**config.mk**
```make
export PLATFORM = sky130hd
export DESIGN_NAME = id_ex_stage
export DESIGN_NICKNAME = d
export VERILOG_FILES = /design/src/rtl/cpu_types_pkg.sv /design/src/rtl/id_ex_stage_forward_unit.sv /design/src/rtl/id_ex_stage.sv
export SDC_FILE = /design/constraint.sdc
export NUM_CORES = 1
export LEC_CHECK = 0
export BUFFER_PORTS_ARGS = -buffer_cell sky130_fd_sc_hd__buf_2
export CAP_MARGIN = 20
export CORE_ASPECT_RATIO = 1.5
export CORE_MARGIN = 8
export CORE_UTILIZATION = 25
export DETAILED_ROUTE_END_ITERATION = 6
export PLACE_DENSITY = 0.6
export SYNTH_ARGS = -nofsm -noshare
export SYNTH_HDL_FRONTEND = slang
export SYNTH_SLANG_ARGS = --single-unit
```
**constraint.sdc**
```tcl
create_clock -name CLK -period 3.4 [get_ports CLK]
set_input_delay 0.34 -clock CLK [delete_from_list [all_inputs] [get_ports CLK]]
set_output_delay 0.34 -clock CLK [all_outputs]
set_load 0.005 [all_outputs]
```
**src/rtl/cpu_types_pkg.sv**
```systemverilog
// Shared CPU datapath types: word/register widths, ALU opcodes, operand-2 source
// select and the ID/EX latched-field bundle.
package cpu_types_pkg;

    localparam int CPU_WORD_W = 32;
    localparam int CPU_REG_W  = 5;

    typedef logic [CPU_WORD_W-1:0] word_t;
    typedef logic [CPU_REG_W-1:0]  regbits_t;

    typedef enum logic [3:0] {
        ALU_SLL  = 4'b0000,
        ALU_SRL  = 4'b0001,
        ALU_ADD  = 4'b0010,
        ALU_SUB  = 4'b0011,
        ALU_AND  = 4'b0100,
        ALU_OR   = 4'b0101,
        ALU_XOR  = 4'b0110,
        ALU_NOR  = 4'b0111,
        ALU_SLT  = 4'b1000,
        ALU_SLTU = 4'b1001,
        ALU_SRA  = 4'b1010
    } aluop_t;

    typedef enum logic [1:0] {
        ALUSRC_REG   = 2'b00,
        ALUSRC_IMM   = 2'b01,
        ALUSRC_SHAMT = 2'b10
    } alusrc_t;

    typedef struct packed {
        logic       valid;
        regbits_t   rs;
        regbits_t   rt;
        word_t      rdat1;
        word_t      rdat2;
        word_t      imm;
        logic [4:0] shamt;
        alusrc_t    alusrc;
        aluop_t     alucode;
        logic       wen;
        regbits_t   wsel;
    } id_ex_t;

endpackage

```
**src/rtl/id_ex_stage_forward_unit.sv**
```systemverilog
// Combinational RAW bypass for one source register: EX/MEM beats MEM/WB,
// register 0 is never bypassed.
module forward_unit
    import cpu_types_pkg::*;
#(
    parameter int WORD_W = CPU_WORD_W,
    parameter int REG_W  = CPU_REG_W
) (
    input  logic [REG_W-1:0]  src,
    input  logic [WORD_W-1:0] dat,
    input  logic              exm_wen,
    input  logic [REG_W-1:0]  exm_wsel,
    input  logic [WORD_W-1:0] exm_wdat,
    input  logic              mwb_wen,
    input  logic [REG_W-1:0]  mwb_wsel,
    input  logic [WORD_W-1:0] mwb_wdat,
    output logic [WORD_W-1:0] fwd
);

    logic src_nz;
    logic exm_hit;
    logic mwb_hit;

    assign src_nz  = (src != '0);
    assign exm_hit = exm_wen && (exm_wsel == src) && src_nz;
    assign mwb_hit = mwb_wen && (mwb_wsel == src) && src_nz;

    always_comb begin
        fwd = dat;
        if (exm_hit) begin
            fwd = exm_wdat;
        end else if (mwb_hit) begin
            fwd = mwb_wdat;
        end
    end

endmodule

```
**src/rtl/id_ex_stage.sv**
```systemverilog
// ID/EX pipeline register feeding the ALU, with EX/MEM and MEM/WB operand bypass.
// Bypass and stall-refresh are built only when ID_EX_FORWARD_EN is defined.
module id_ex_stage
    import cpu_types_pkg::*;
#(
    parameter int WORD_W = CPU_WORD_W,
    parameter int REG_W  = CPU_REG_W
) (
    input  logic              CLK,
    input  logic              RST,
    input  logic              stall,
    input  logic              flush,
    input  logic              id_valid,
    input  logic [REG_W-1:0]  id_rs,
    input  logic [REG_W-1:0]  id_rt,
    input  logic [WORD_W-1:0] id_rdat1,
    input  logic [WORD_W-1:0] id_rdat2,
    input  logic [WORD_W-1:0] id_imm,
    input  logic [4:0]        id_shamt,
    input  logic [1:0]        id_alusrc,
    input  logic [3:0]        id_alucode,
    input  logic              id_wen,
    input  logic [REG_W-1:0]  id_wsel,
    input  logic              exm_wen,
    input  logic [REG_W-1:0]  exm_wsel,
    input  logic [WORD_W-1:0] exm_wdat,
    input  logic              mwb_wen,
    input  logic [REG_W-1:0]  mwb_wsel,
    input  logic [WORD_W-1:0] mwb_wdat,
    output logic              ex_valid,
    output logic [WORD_W-1:0] ex_oprnd1,
    output logic [WORD_W-1:0] ex_oprnd2,
    output logic [3:0]        ex_alucode,
    output logic [WORD_W-1:0] ex_store_dat,
    output logic              ex_wen,
    output logic [REG_W-1:0]  ex_wsel
);

    id_ex_t id_p0;
    id_ex_t ex_p1;
    word_t  fwd_rs;
    word_t  fwd_rt;

    // Operand 2 source; the unused 2'b11 encoding falls back to the register path.
    function automatic word_t sel_oprnd2(input alusrc_t src, input word_t reg_dat,
                                         input word_t imm, input logic [4:0] shamt);
        case (src)
            ALUSRC_IMM:   sel_oprnd2 = imm;
            ALUSRC_SHAMT: sel_oprnd2 = {{(CPU_WORD_W-5){1'b0}}, shamt};
            default:      sel_oprnd2 = reg_dat;
        endcase
    endfunction

    always_comb begin
        id_p0         = '0;
        id_p0.valid   = id_valid;
        id_p0.rs      = id_rs;
        id_p0.rt      = id_rt;
        id_p0.rdat1   = id_rdat1;
        id_p0.rdat2   = id_rdat2;
        id_p0.imm     = id_imm;
        id_p0.shamt   = id_shamt;
        id_p0.alusrc  = alusrc_t'(id_alusrc);
        id_p0.alucode = aluop_t'(id_alucode);
        id_p0.wen     = id_wen;
        id_p0.wsel    = id_wsel;
    end

    // ---- p0 -> p1: decode fields latched into the EX slot ----
    always_ff @(posedge CLK or posedge RST) begin
        if (RST) begin
            ex_p1 <= '0;
        end else if (flush) begin
            ex_p1.valid <= 1'b0;
            ex_p1.wen   <= 1'b0;
        end else if (stall) begin
`ifdef ID_EX_FORWARD_EN
            // Capture bypassed values so a producer retiring during the stall is not lost.
            ex_p1.rdat1 <= fwd_rs;
            ex_p1.rdat2 <= fwd_rt;
`endif
        end else begin
            ex_p1 <= id_p0;
        end
    end

`ifdef ID_EX_FORWARD_EN
    forward_unit #(.WORD_W(CPU_WORD_W), .REG_W(CPU_REG_W)) u_fwd_rs (
        .src      (ex_p1.rs),
        .dat      (ex_p1.rdat1),
        .exm_wen  (exm_wen),
        .exm_wsel (exm_wsel),
        .exm_wdat (exm_wdat),
        .mwb_wen  (mwb_wen),
        .mwb_wsel (mwb_wsel),
        .mwb_wdat (mwb_wdat),
        .fwd      (fwd_rs)
    );

    forward_unit #(.WORD_W(CPU_WORD_W), .REG_W(CPU_REG_W)) u_fwd_rt (
        .src      (ex_p1.rt),
        .dat      (ex_p1.rdat2),
        .exm_wen  (exm_wen),
        .exm_wsel (exm_wsel),
        .exm_wdat (exm_wdat),
        .mwb_wen  (mwb_wen),
        .mwb_wsel (mwb_wsel),
        .mwb_wdat (mwb_wdat),
        .fwd      (fwd_rt)
    );
`else
    logic unused_fwd;

    assign fwd_rs     = ex_p1.rdat1;
    assign fwd_rt     = ex_p1.rdat2;
    assign unused_fwd = ^{exm_wen, exm_wsel, exm_wdat, mwb_wen, mwb_wsel, mwb_wdat,
                          ex_p1.rs, ex_p1.rt};
`endif

    // ---- p1: EX slot outputs toward the ALU and EX/MEM ----
    assign ex_valid     = ex_p1.valid;
    assign ex_wen       = ex_p1.wen & ex_p1.valid;
    assign ex_wsel      = ex_p1.wsel;
    assign ex_alucode   = ex_p1.alucode;
    assign ex_oprnd1    = fwd_rs;
    assign ex_store_dat = fwd_rt;
    assign ex_oprnd2    = sel_oprnd2(ex_p1.alusrc, fwd_rt, ex_p1.imm, ex_p1.shamt);

endmodule

```
* After elaboration in Yosys (flattened, before gate mapping) *
Cells that the tools add are included.

operators by class
  equal/unequal tests = 3
  multiplexer cells = 4
  reductions and logical operators = 1
  bitwise operators = 3

operator list
  cell                                                    count
  two-way mux 124 bit                                     1
  one-hot mux 32 bit (2 select lines)                     1
  equality test 2 x 1 -> 1 bit (second input constant)    1
  equality test 2 bit (second input constant)             1
  two-way mux 1 bit                                       2
  inequality test 2 x 1 -> 1 bit (second input constant)  1
  inverter 1 bit                                          2
  AND reduction 2 bit                                     1
  AND 1 bit                                               1

storage, ports and cells
  flip-flop bits (word level) = 124
  input bits = 204
  logic and storage cells = 22
  output and inout port bits = 107

* Depth between registers and ports, before layout *
Gate-level depths: netlist (run 1).

  depth in word-level cells = 2
  gate-level depth with buffers = 7

* Worst setup path before layout (run 1) *
No wires, ideal clock.

  path kind = register to output
  from = register ex_p1[10] in the netlist's numbering
  to = output ex_oprnd2[10]
  setup slack = 1741 ps
  data arrival time = 1319 ps
  data required time = 3060 ps
  stages on the path, launching flop included = 7
  path buffers = 3
  cell sequence = dfrtp_1 ha_1 buf_2 nor2b_1 buf_2 buf_2 a22o_1

between the ends
  longest elaborated chain between the ends = 2
  elaborated cells between the ends (all ways) = 3
  classes of those cells = 2 x eq/ne; 1 x mux

ends and longest elaborated chain
  what                                                                 RTL line           RTL
  start: declaration                                                   id_ex_stage.sv:40  id_ex_t ex_p1;
  start signal: assignment                                             id_ex_stage.sv:83  ex_p1 <= id_p0;
  equality test 2 bit or equality test 2 x 1 -> 1 bit (tied branches)  id_ex_stage.sv:47  case (src)
  one-hot mux 32 bit (2 select lines) (*)                              id_ex_stage.sv:47
  end: declaration                                                     id_ex_stage.sv:32  output logic [WORD_W-1:0] ex_oprnd2,

Mark *: on every way between the ends. The rest lies on a longest branch, timed or not.

* Worst setup path after layout (run 1) *
  from = register ex_p1[10] in the netlist's numbering
  to = output ex_oprnd2[12]

Same word-level chain as after synthesis.

==> results of run 1 <==
routing by layer:
| metal | GRT usage (%) | vias to the layer above | share of wire, % | wire (um) |
|---|---|---|---|---|
| li1 | - | 1594 | - | - |
| met1 | 11.80 | 1671 | 40 | 5660 |
| met2 | 16.72 | 128 | 49 | 6934 |
| met3 | 4.601 | 15 | 8.9 | 1248 |
| met4 | 4.555 | 0 | 1.7 | 243 |
| met5 | 0 | - | 0 | 0 |
worst min-delay path by stage:
stage	slack, ps	depth (start not counted)	endpoint
global route	60	2	ex_oprnd1[5]$_DFFE_PP0P_
floorplan	410	1	ex_p1[5]$_DFFE_PP0P_
finish	20	2	ex_oprnd1[5]$_DFFE_PP0P_
global placement	490	2	ex_wsel[4]$_DFFE_PP0P_
detailed placement	490	2	ex_oprnd1[4]$_DFFE_PP0P_
CTS	20	2	ex_wsel[4]$_DFFE_PP0P_
worst max-delay path: cells and delay by family, from the launching register on:
kind,cells,cell delay [ps]
adder cells (fa/ha/maj),1,270
AO/OA/AOI/OAI,1,240
flip-flops,1,400
buffers and inverters,2,200
AND/OR/NAND/NOR,1,690
power breakdown:
part	leakage, nW	switching (W)	internal (W)	total, W
Clock	0.285	0.000606	0.00111	0.00171
Sequential	1.34	0.000118	0.00156	0.00168
Combinational	1.85	0.000400	0.000530	0.000930
layout make-up:
cell class | instances | area (um^2) | area share [%]
clock buffers | 25 | 515.5 | 7.403
clock inverters | 5 | 50.05 | 0.7188
inverters | 3 | 13.76 | 0.1977
multi-input cells | 185 | 2002 | 28.75
flip-flops and latches | 114 | 2853 | 40.97
well taps | 276 | 345.3 | 4.960
repair buffers | 229 | 1184 | 17.00
Yosys cell counts:
cell and n:
inv_1 3, buf_2 8, a22oi_1 5, mux2_2 32, nand2_1 27, mux2i_1 2, clkbuf_1 4, a22o_1 16
buf_6 9, ha_1 2, o21ai_0 16, nor2_2 1, and2_1 1, buf_4 73, nor2b_1 1, dfrtp_1 114
nor2_1 2, mux2_4 80
stage by stage:
step | total power, W | utilization, % | instance area (um^2)
2_1_floorplan | 0.002386 | - | 5560
3_3_place_gp | 0.002636 | 28.91 | 6397
3_5_place_dp | 0.002651 | 28.91 | 6397
4_1_cts | 0.004426 | 31.46 | 6963
5_1_grt | 0.004583 | 31.46 | 6963
6_report | 0.004321 | 31.46 | 6963
sequential cells by signal, indices dropped and copies added (netlist names):
name and cells:
ex_oprnd1 32, ex_p1 40, ex_alucode 4, ex_wsel 5
ex_store_dat 32, ex_valid 1
logic make-up after synthesis:
logic type	Yosys count	share of synthesized area [%]
AOI/OAI and AO/OA	37	4.636
adders and majority gates	2	0.4500
buffers and inverters	97	12.87
DFF	114	51.31
muxes	114	28.44
and+or+nand+nor	32	2.296
cells in the final DEF (no fill, tap or decap), drive strengths merged:
| cell | n |
|---|---|
| mux2i | 2 |
| bufinv | 1 |
| mux2 | 112 |
| dfrtp | 114 |
| clkinv | 4 |
| nor2b | 1 |
| inv | 3 |
| and2 | 1 |
| clkbuf | 25 |
| nand2 | 27 |
| o21ai | 16 |
| a22o | 16 |
| buf | 229 |
| nor2 | 3 |
| a22oi | 5 |
| ha | 2 |
==> impl_metrics.toml, run 1 <==
[floorplanning]
fp.dieW_um = 137.8
die_area_mm2 = 0.02737
io_pins = 311
start_util_pct = 25.12
die_h_um = 198.7
rows = 67
core-area_mm2 = 0.02213

[route]
wirelength_um = 14090
drtPass1Iterations = 4
drc = 0
via_per_inst = 4.072
routed-via-count = 3408
wl_per_cell_um = 16.83
ant_nets = 0
first_iter_violations = 113

[pwr]
power_per_cell_area_mw_per_mm2 = 620.5
irDropWorstVdd_v = 0.0002917
p_leak_nw = 3.472

[timing]
period_share_pct = 75.43
drv_slew = 0
tightest_slew_ps = 869.6
rsz0062_at_grt = "no"
setup_tns_ps = 0
fin_crit_ps = 2565
finalClockSkew_ps = 0
setup_violations = 0
fin_hold_ws_ps = 21.17
hold_violations = 0
max_freq_mhz = 389.9
setup_ws_ps = 835.4
relSlewSlack_pct = 41.76

[outcome]
outcome = "complete, no violations"

[setup_path]
worst_path_max_delay_cell = "nor2b_2"
cp-endpoint = "ex_oprnd2[12]"
critical_path_required_ps = 3060
startpoint = "ex_p1[10]$_DFFE_PP0P_"
path_class = "reg -> out"
crit_path_end_kind = "primary output"
cp_cell_sequence = "inv_1 > ha_2 > nor2b_2 > a22o_1 > buf_2"
r2r-end = "ex_store_dat[5]$_DFFE_PP0P_"
crit_arrival_ps = 2220
cp_max_fo = 16
worstReg2RegStart = "ex_store_dat[5]$_DFFE_PP0P_"
cp-start-kind = "flip-flop"
reg2reg_slack_ps = 2600
rr_worst_depth = 1
slowest_delay_ps = 690

[clock_network]
cts_hold_buf = 0
htreeDepth = 4
cts_sinks = 114
clk_path_buf_depth = 2
cts_made_buffers = 17
cts_tree = "built"
clk_pin_slew_ps = 50
post_cts_buffers = 0
clock_latency_ps = 410
cts-resized-gates = 0
root_buffer = "clkbuf_16"

[logic_synthesis]
synth_cell_types = 18
ys_seq_area_share_pct = 51.31
ys_top_cells_by_area = "dfrtp_1, mux2_4, buf_4, mux2_2, a22o_1"
synth_area_mm2 = 0.005560
yosysWarnings = 0
synth_area_per_cell_um2 = 14.04
syn_inst = 396
synth_area_leader_cell = "dfrtp_1"
synth_top_area_share_pct = 51.31
ys_ff_latch = 114
synth_fp_nets = 602

[placement]
dp_hpwl_um = 10200
pre_cts_ws_ps = 1201
place_congestion = 0.7224
dp_cells = 807
portBuffers = 224

[final_layout]
drive_above_1_share_pct = 66.49
area_delta_synth_final_pct = 25.23
final_cell_count_no_fill = 837
final_nets = 756
antenna_cells = 0
fill_cells = 2320

[global_routing]
overflow = 0
antenna_found_initial = 0
grt_usage_pct = 10.45
grt_max_degree = 66
first_global_vias = 3768
grt_pass1_wl_um = 21350

[hold_path]
hold_class = "in -> async"

[flow_run]
cap_violations = 0
Note: power is estimated with default switching activity, not from simulation.
==> run 2, diff against run 1 <==
Clock period 3.4 ns to 2.2 ns, I/O delays scaled along.
==> impl_metrics.toml, run 2 (synthesis results as in run 1) <==
[global_routing]
grt_usage_pct = 10.55
grt.met3_usage_pct = 4.727
busiest_layer = "met2"
use_met2_pct = 17.41
antenna_found_initial = 4
overflow = 0
grt_max_degree = 49
grt_pass1_wl_um = 21640
gr-usage-met1_pct = 11.48
first_global_vias = 3781

[floorplanning]
rows = 67
io_pins = 311
die_area_mm2 = 0.02737
start_util_pct = 25.12
die_h_um = 198.7
core-area_mm2 = 0.02213
fp.dieW_um = 137.8

[timing]
setup_tns_ps = 0
fin_hold_ws_ps = 33.84
period_share_pct = 91.92
finalClockSkew_ps = 0
hold_violations = 0
relSlewSlack_pct = 66.98
max_freq_mhz = 494.5
tightest_slew_ps = 494.2
rsz0062_at_grt = "no"
setup_violations = 0
drv_slew = 0
fin_crit_ps = 2022

[route]
drc = 0
first_iter_violations = 94
wirelength_um = 14370
ant_nets = 0
wl_per_cell_um = 16.99
routed-via-count = 3431
drtPass1Iterations = 4
via_per_inst = 4.056

[final_layout]
multi_input_area_mm2 = 0.001999
final_cell_mix = "buf_2, dfrtp_1, mux2_4, mux2_2, nand2_1"
final_area_mm2 = 0.007147
drive_above_1_share_pct = 66.61
final_cell_count_no_fill = 846
seq_area_mm2 = 0.002853
final_nets = 763
area_delta_synth_final_pct = 28.53
fill_cells = 2246
top_register = "ex_p1"
largest_register_ffs = 40
mostFrequentLayoutCell = "buf_2"

[pwr]
p_leak_nw = 3.538
internal_power_w = 0.005264
p_sw_share_pct = 25.42
pwr-share-comb_pct = 20.7
irDropWorstVdd_v = 0.0005077
power_switching_w = 0.001794
finalPower_w = 0.007059
power_per_cell_area_mw_per_mm2 = 987.7
clockPowerShare_pct = 42.5
p_seq_share_pct = 36.7

[clock_network]
htreeDepth = 4
cts_sinks = 114
cts_made_buffers = 17
clk_path_buf_depth = 2
post_cts_buffers = 0
clk_pin_slew_ps = 60
root_buffer = "clkbuf_16"
clock_latency_ps = 410
cts_tree = "built"

[placement]
dp_hpwl_um = 10420
place_area_mm2 = 0.006484
portBuffers = 224
place_congestion = 0.7240
dp_cells = 812

[setup_path]
worstReg2RegStart = "ex_store_dat[10]$_DFFE_PP0P_"
startpoint = "ex_p1[10]$_DFFE_PP0P_"
critical_path_required_ps = 1980
cp-start-kind = "flip-flop"
crit_arrival_ps = 1800
path_class = "reg -> out"
cp_max_fo = 16
crit_path_end_kind = "primary output"

[hold_path]
hold_class = "in -> reg"
hp-start = "id_wsel[0]"

[outcome]
outcome = "complete, no violations"

[flow_run]
cap_violations = 0
run 2: routing by layer:
metal / vias to the layer above / part of all wire (%)
met4: 4 / 1.5
met3: 21 / 9.2
met2: 129 / 51
met1: 1671 / 38
li1: 1606 / -
met5: - / 0.18
run 2: what timing repair did:
action / 4_1_cts / 5_1_grt
hold buffers: 2 / 0
hold endpoints to repair: 18 / 0
gates resized for setup: 0 / 1
setup endpoints to repair: 0 / 2
run 2: critical path, cell delays in order, from the launching register on:
cell	delay, ps
dfrtp_1	390
inv_1	70
ha_2	290
nor2b_1	150
buf_6	210
a22o_1	140
buf_2	120
run 2: cell type report:
| type | count | share of cell area, % |
|---|---|---|
| flip-flops and latches | 114 | 39.92 |
| diodes | 1 | 0.03501 |
| repair buffers | 236 | 18.12 |
| multi-input cells | 185 | 27.98 |
| well taps | 276 | 4.832 |
| inverters | 3 | 0.2101 |
| clock inverters | 9 | 2.136 |
| clock buffers | 22 | 6.775 |
run 2: per-stage QoR:
| step | worst slack (ps) | util [%] |
|---|---|---|
| 2_1_floorplan | 594.6 | - |
| 3_3_place_gp | 580.4 | 29.30 |
| 3_5_place_dp | 596.6 | 29.30 |
| 4_1_cts | 124.2 | 32.26 |
| 5_1_grt | 39.82 | 32.29 |
| 6_report | 177.8 | 32.29 |
run 2: worst paths after layout:
path | endpoint | slack [ps] | cells after the start
setup / recovery | ex_oprnd2[18] | 180 | 6
hold / removal | ex_wsel[0]$_DFFE_PP0P_ | 30 | 2
setup reg to reg | ex_store_dat[10]$_DFFE_PP0P_ | 1400 | 1
hold reg to reg | ex_wsel[3]$_DFFE_PP0P_ | 500 | 1
max in group asynchronous | ex_oprnd1[24]$_DFFE_PP0P_ | 1090 | 4
min in group asynchronous | ex_store_dat[23]$_DFFE_PP0P_ | 390 | 3
run 2: power by group through the flow:
| stage | registers (W) | logic (W) | clock network [W] |
|---|---|---|---|
| floorplan | 0.00258 | 0.00111 | 0 |
| global placement | 0.00262 | 0.00148 | 0 |
| CTS | 0.00260 | 0.00150 | 0.00310 |
| detailed placement | 0.00263 | 0.00149 | 0 |
| finish | 0.00259 | 0.00146 | 0.00300 |
| global route | 0.00264 | 0.00161 | 0.00318 |
==> run 3, diff against run 2 <==
Settings changed: CORE_ASPECT_RATIO 1.5 to not set, CORE_MARGIN 8 to 5.
==> impl_metrics.toml, run 3 (synthesis results as in run 1) <==
[clock_network]
post_cts_buffers = 0
clk_pin_slew_ps = 60
clk_path_buf_depth = 2
cts_tree = "built"
cts_sinks = 114
clock_latency_ps = 400
root_buffer = "clkbuf_16"
htreeDepth = 4
cts_made_buffers = 17

[setup_path]
critical_path_required_ps = 1980
cp-start-kind = "flip-flop"
crit_arrival_ps = 1810
rr_worst_depth = 1
r2r-end = "ex_store_dat[29]$_DFFE_PP0P_"
path_class = "reg -> out"
reg2reg_slack_ps = 1370
worstReg2RegStart = "ex_store_dat[29]$_DFFE_PP0P_"
crit_path_end_kind = "primary output"
cp_max_fo = 16

[placement]
portBuffers = 224
dp_hpwl_um = 9663
place_congestion = 0.7024
pre_cts_ws_ps = 468.1

[floorplanning]
core-area_mm2 = 0.02189
start_util_pct = 25.40
die_area_mm2 = 0.02532
rows = 54
fp.dieW_um = 159.1
io_pins = 311
die_h_um = 159.1

[route]
first_iter_violations = 96
wirelength_um = 13260
routed-via-count = 3468
drc = 0
drtPass1Iterations = 3
wl_per_cell_um = 15.62
ant_nets = 0
via_per_inst = 4.085

[global_routing]
overflow = 0
grt_pass1_wl_um = 21140
antenna_found_initial = 2
grt_max_degree = 64
grt_usage_pct = 10.55
first_global_vias = 3699

[hold_path]
hold_class = "in -> reg"
hold_path_end = "ex_p1[43]$_DFFE_PP0P_"
min_path_cells = 2
hp-start = "id_imm[26]"

[timing]
finalClockSkew_ps = 0
tightest_slew_ps = 380.5
setup_violations = 0
period_share_pct = 92.43
drv_slew = 0
fin_crit_ps = 2033
setup_ws_ps = 166.6
max_freq_mhz = 491.8
relSlewSlack_pct = 74.57
rsz0062_at_grt = "no"
hold_violations = 0
setup_tns_ps = 0

[final_layout]
top_register = "ex_p1"
final_core_utilization_pct = 32.63
fill_cells = 2272
antenna_cells = 0
largest_register_ffs = 40
area_delta_synth_final_pct = 28.47
mostFrequentLayoutCell = "buf_2"
final_nets = 763
final_cell_mix = "buf_2, dfrtp_1, mux2_4, mux2_2, nand2_1"
drive_above_1_share_pct = 66.61

[pwr]
power_per_cell_area_mw_per_mm2 = 984.0
internal_power_w = 0.005280
power_switching_w = 0.001749
irDropWorstVdd_v = 0.0003587
clockPowerShare_pct = 42.2
pwr-share-comb_pct = 20.9
p_sw_share_pct = 24.88
p_seq_share_pct = 36.9
p_leak_nw = 3.547

[outcome]
outcome = "complete, no violations"

[flow_run]
cap_violations = 0
==> run 3: worst max path at each step <==
stage                               start                        end  slack, ps  depth (start not counted)
floorplan                             RST  ex_alucode[0]$_DFFE_PP0P_        590                          1
global placement    ex_p1[11]$_DFFE_PP0P_              ex_oprnd2[19]        480                          5
detailed placement  ex_p1[11]$_DFFE_PP0P_              ex_oprnd2[19]        470                          5
CTS                 ex_p1[11]$_DFFE_PP0P_               ex_oprnd2[9]          8                          5
global route        ex_p1[10]$_DFFE_PP0P_               ex_oprnd2[9]         50                          6
finish              ex_p1[10]$_DFFE_PP0P_               ex_oprnd2[9]        170                          6
==> run 3: through the flow <==
stage / instances / total power, W / hold slack [ps] / instance area [um^2]
2_1_floorplan: 396 / 0.003688 / 286.4 / 5564
3_3_place_gp: 816 / 0.004103 / 354.7 / 6476
3_5_place_dp: 816 / 0.004124 / 356.5 / 6476
4_1_cts: 849 / 0.007180 / 13.86 / 7133
5_1_grt: 849 / 0.007455 / 6.116 / 7143
6_report: 849 / 0.007029 / 43.16 / 7143
==> run 3: power groups by stage <==
stage	sequential [W]	combinational (W)	clock, W
6_report	0.00260	0.00147	0.00296
4_1_cts	0.00260	0.00150	0.00308
5_1_grt	0.00264	0.00161	0.00320
2_1_floorplan	0.00258	0.00111	0
3_5_place_dp	0.00263	0.00149	0
3_3_place_gp	0.00262	0.00148	0
==> run 3: layout make-up <==
type                    count  area (um^2)  share of cell area (%)
multi-input cells         185         2009                   28.13
flip-flops and latches    114         2853                   39.94
well taps                 280        350.3                   4.905
inverters                   3        15.01                  0.2102
clock buffers              22        484.2                   6.779
clock inverters             9        152.6                   2.137
repair buffers            236         1279                   17.90
==> run 3: layer usage <==
layer	up-vias	share of wire [%]	track usage, %
li1	1619	-	-
met1	1684	43	13.02
met2	148	45	15.83
met3	13	10	6.006
met4	4	1.0	2.908
met5	-	0.17	0
==> run 3: worst max-delay path, stage by stage (launching register included) <==
cell and delay (ps):
dfrtp_1 390, inv_1 100, ha_4 250, nor2b_1 130
buf_4 250, a22o_1 160, buf_2 120
==> run 3: timing repair <==
item | in CTS | in global routing
endpoints found under the hold margin | 116 | 0
resized for setup | 0 | 1
hold buffers | 2 | 0
endpoints found under the setup margin | 0 | 16
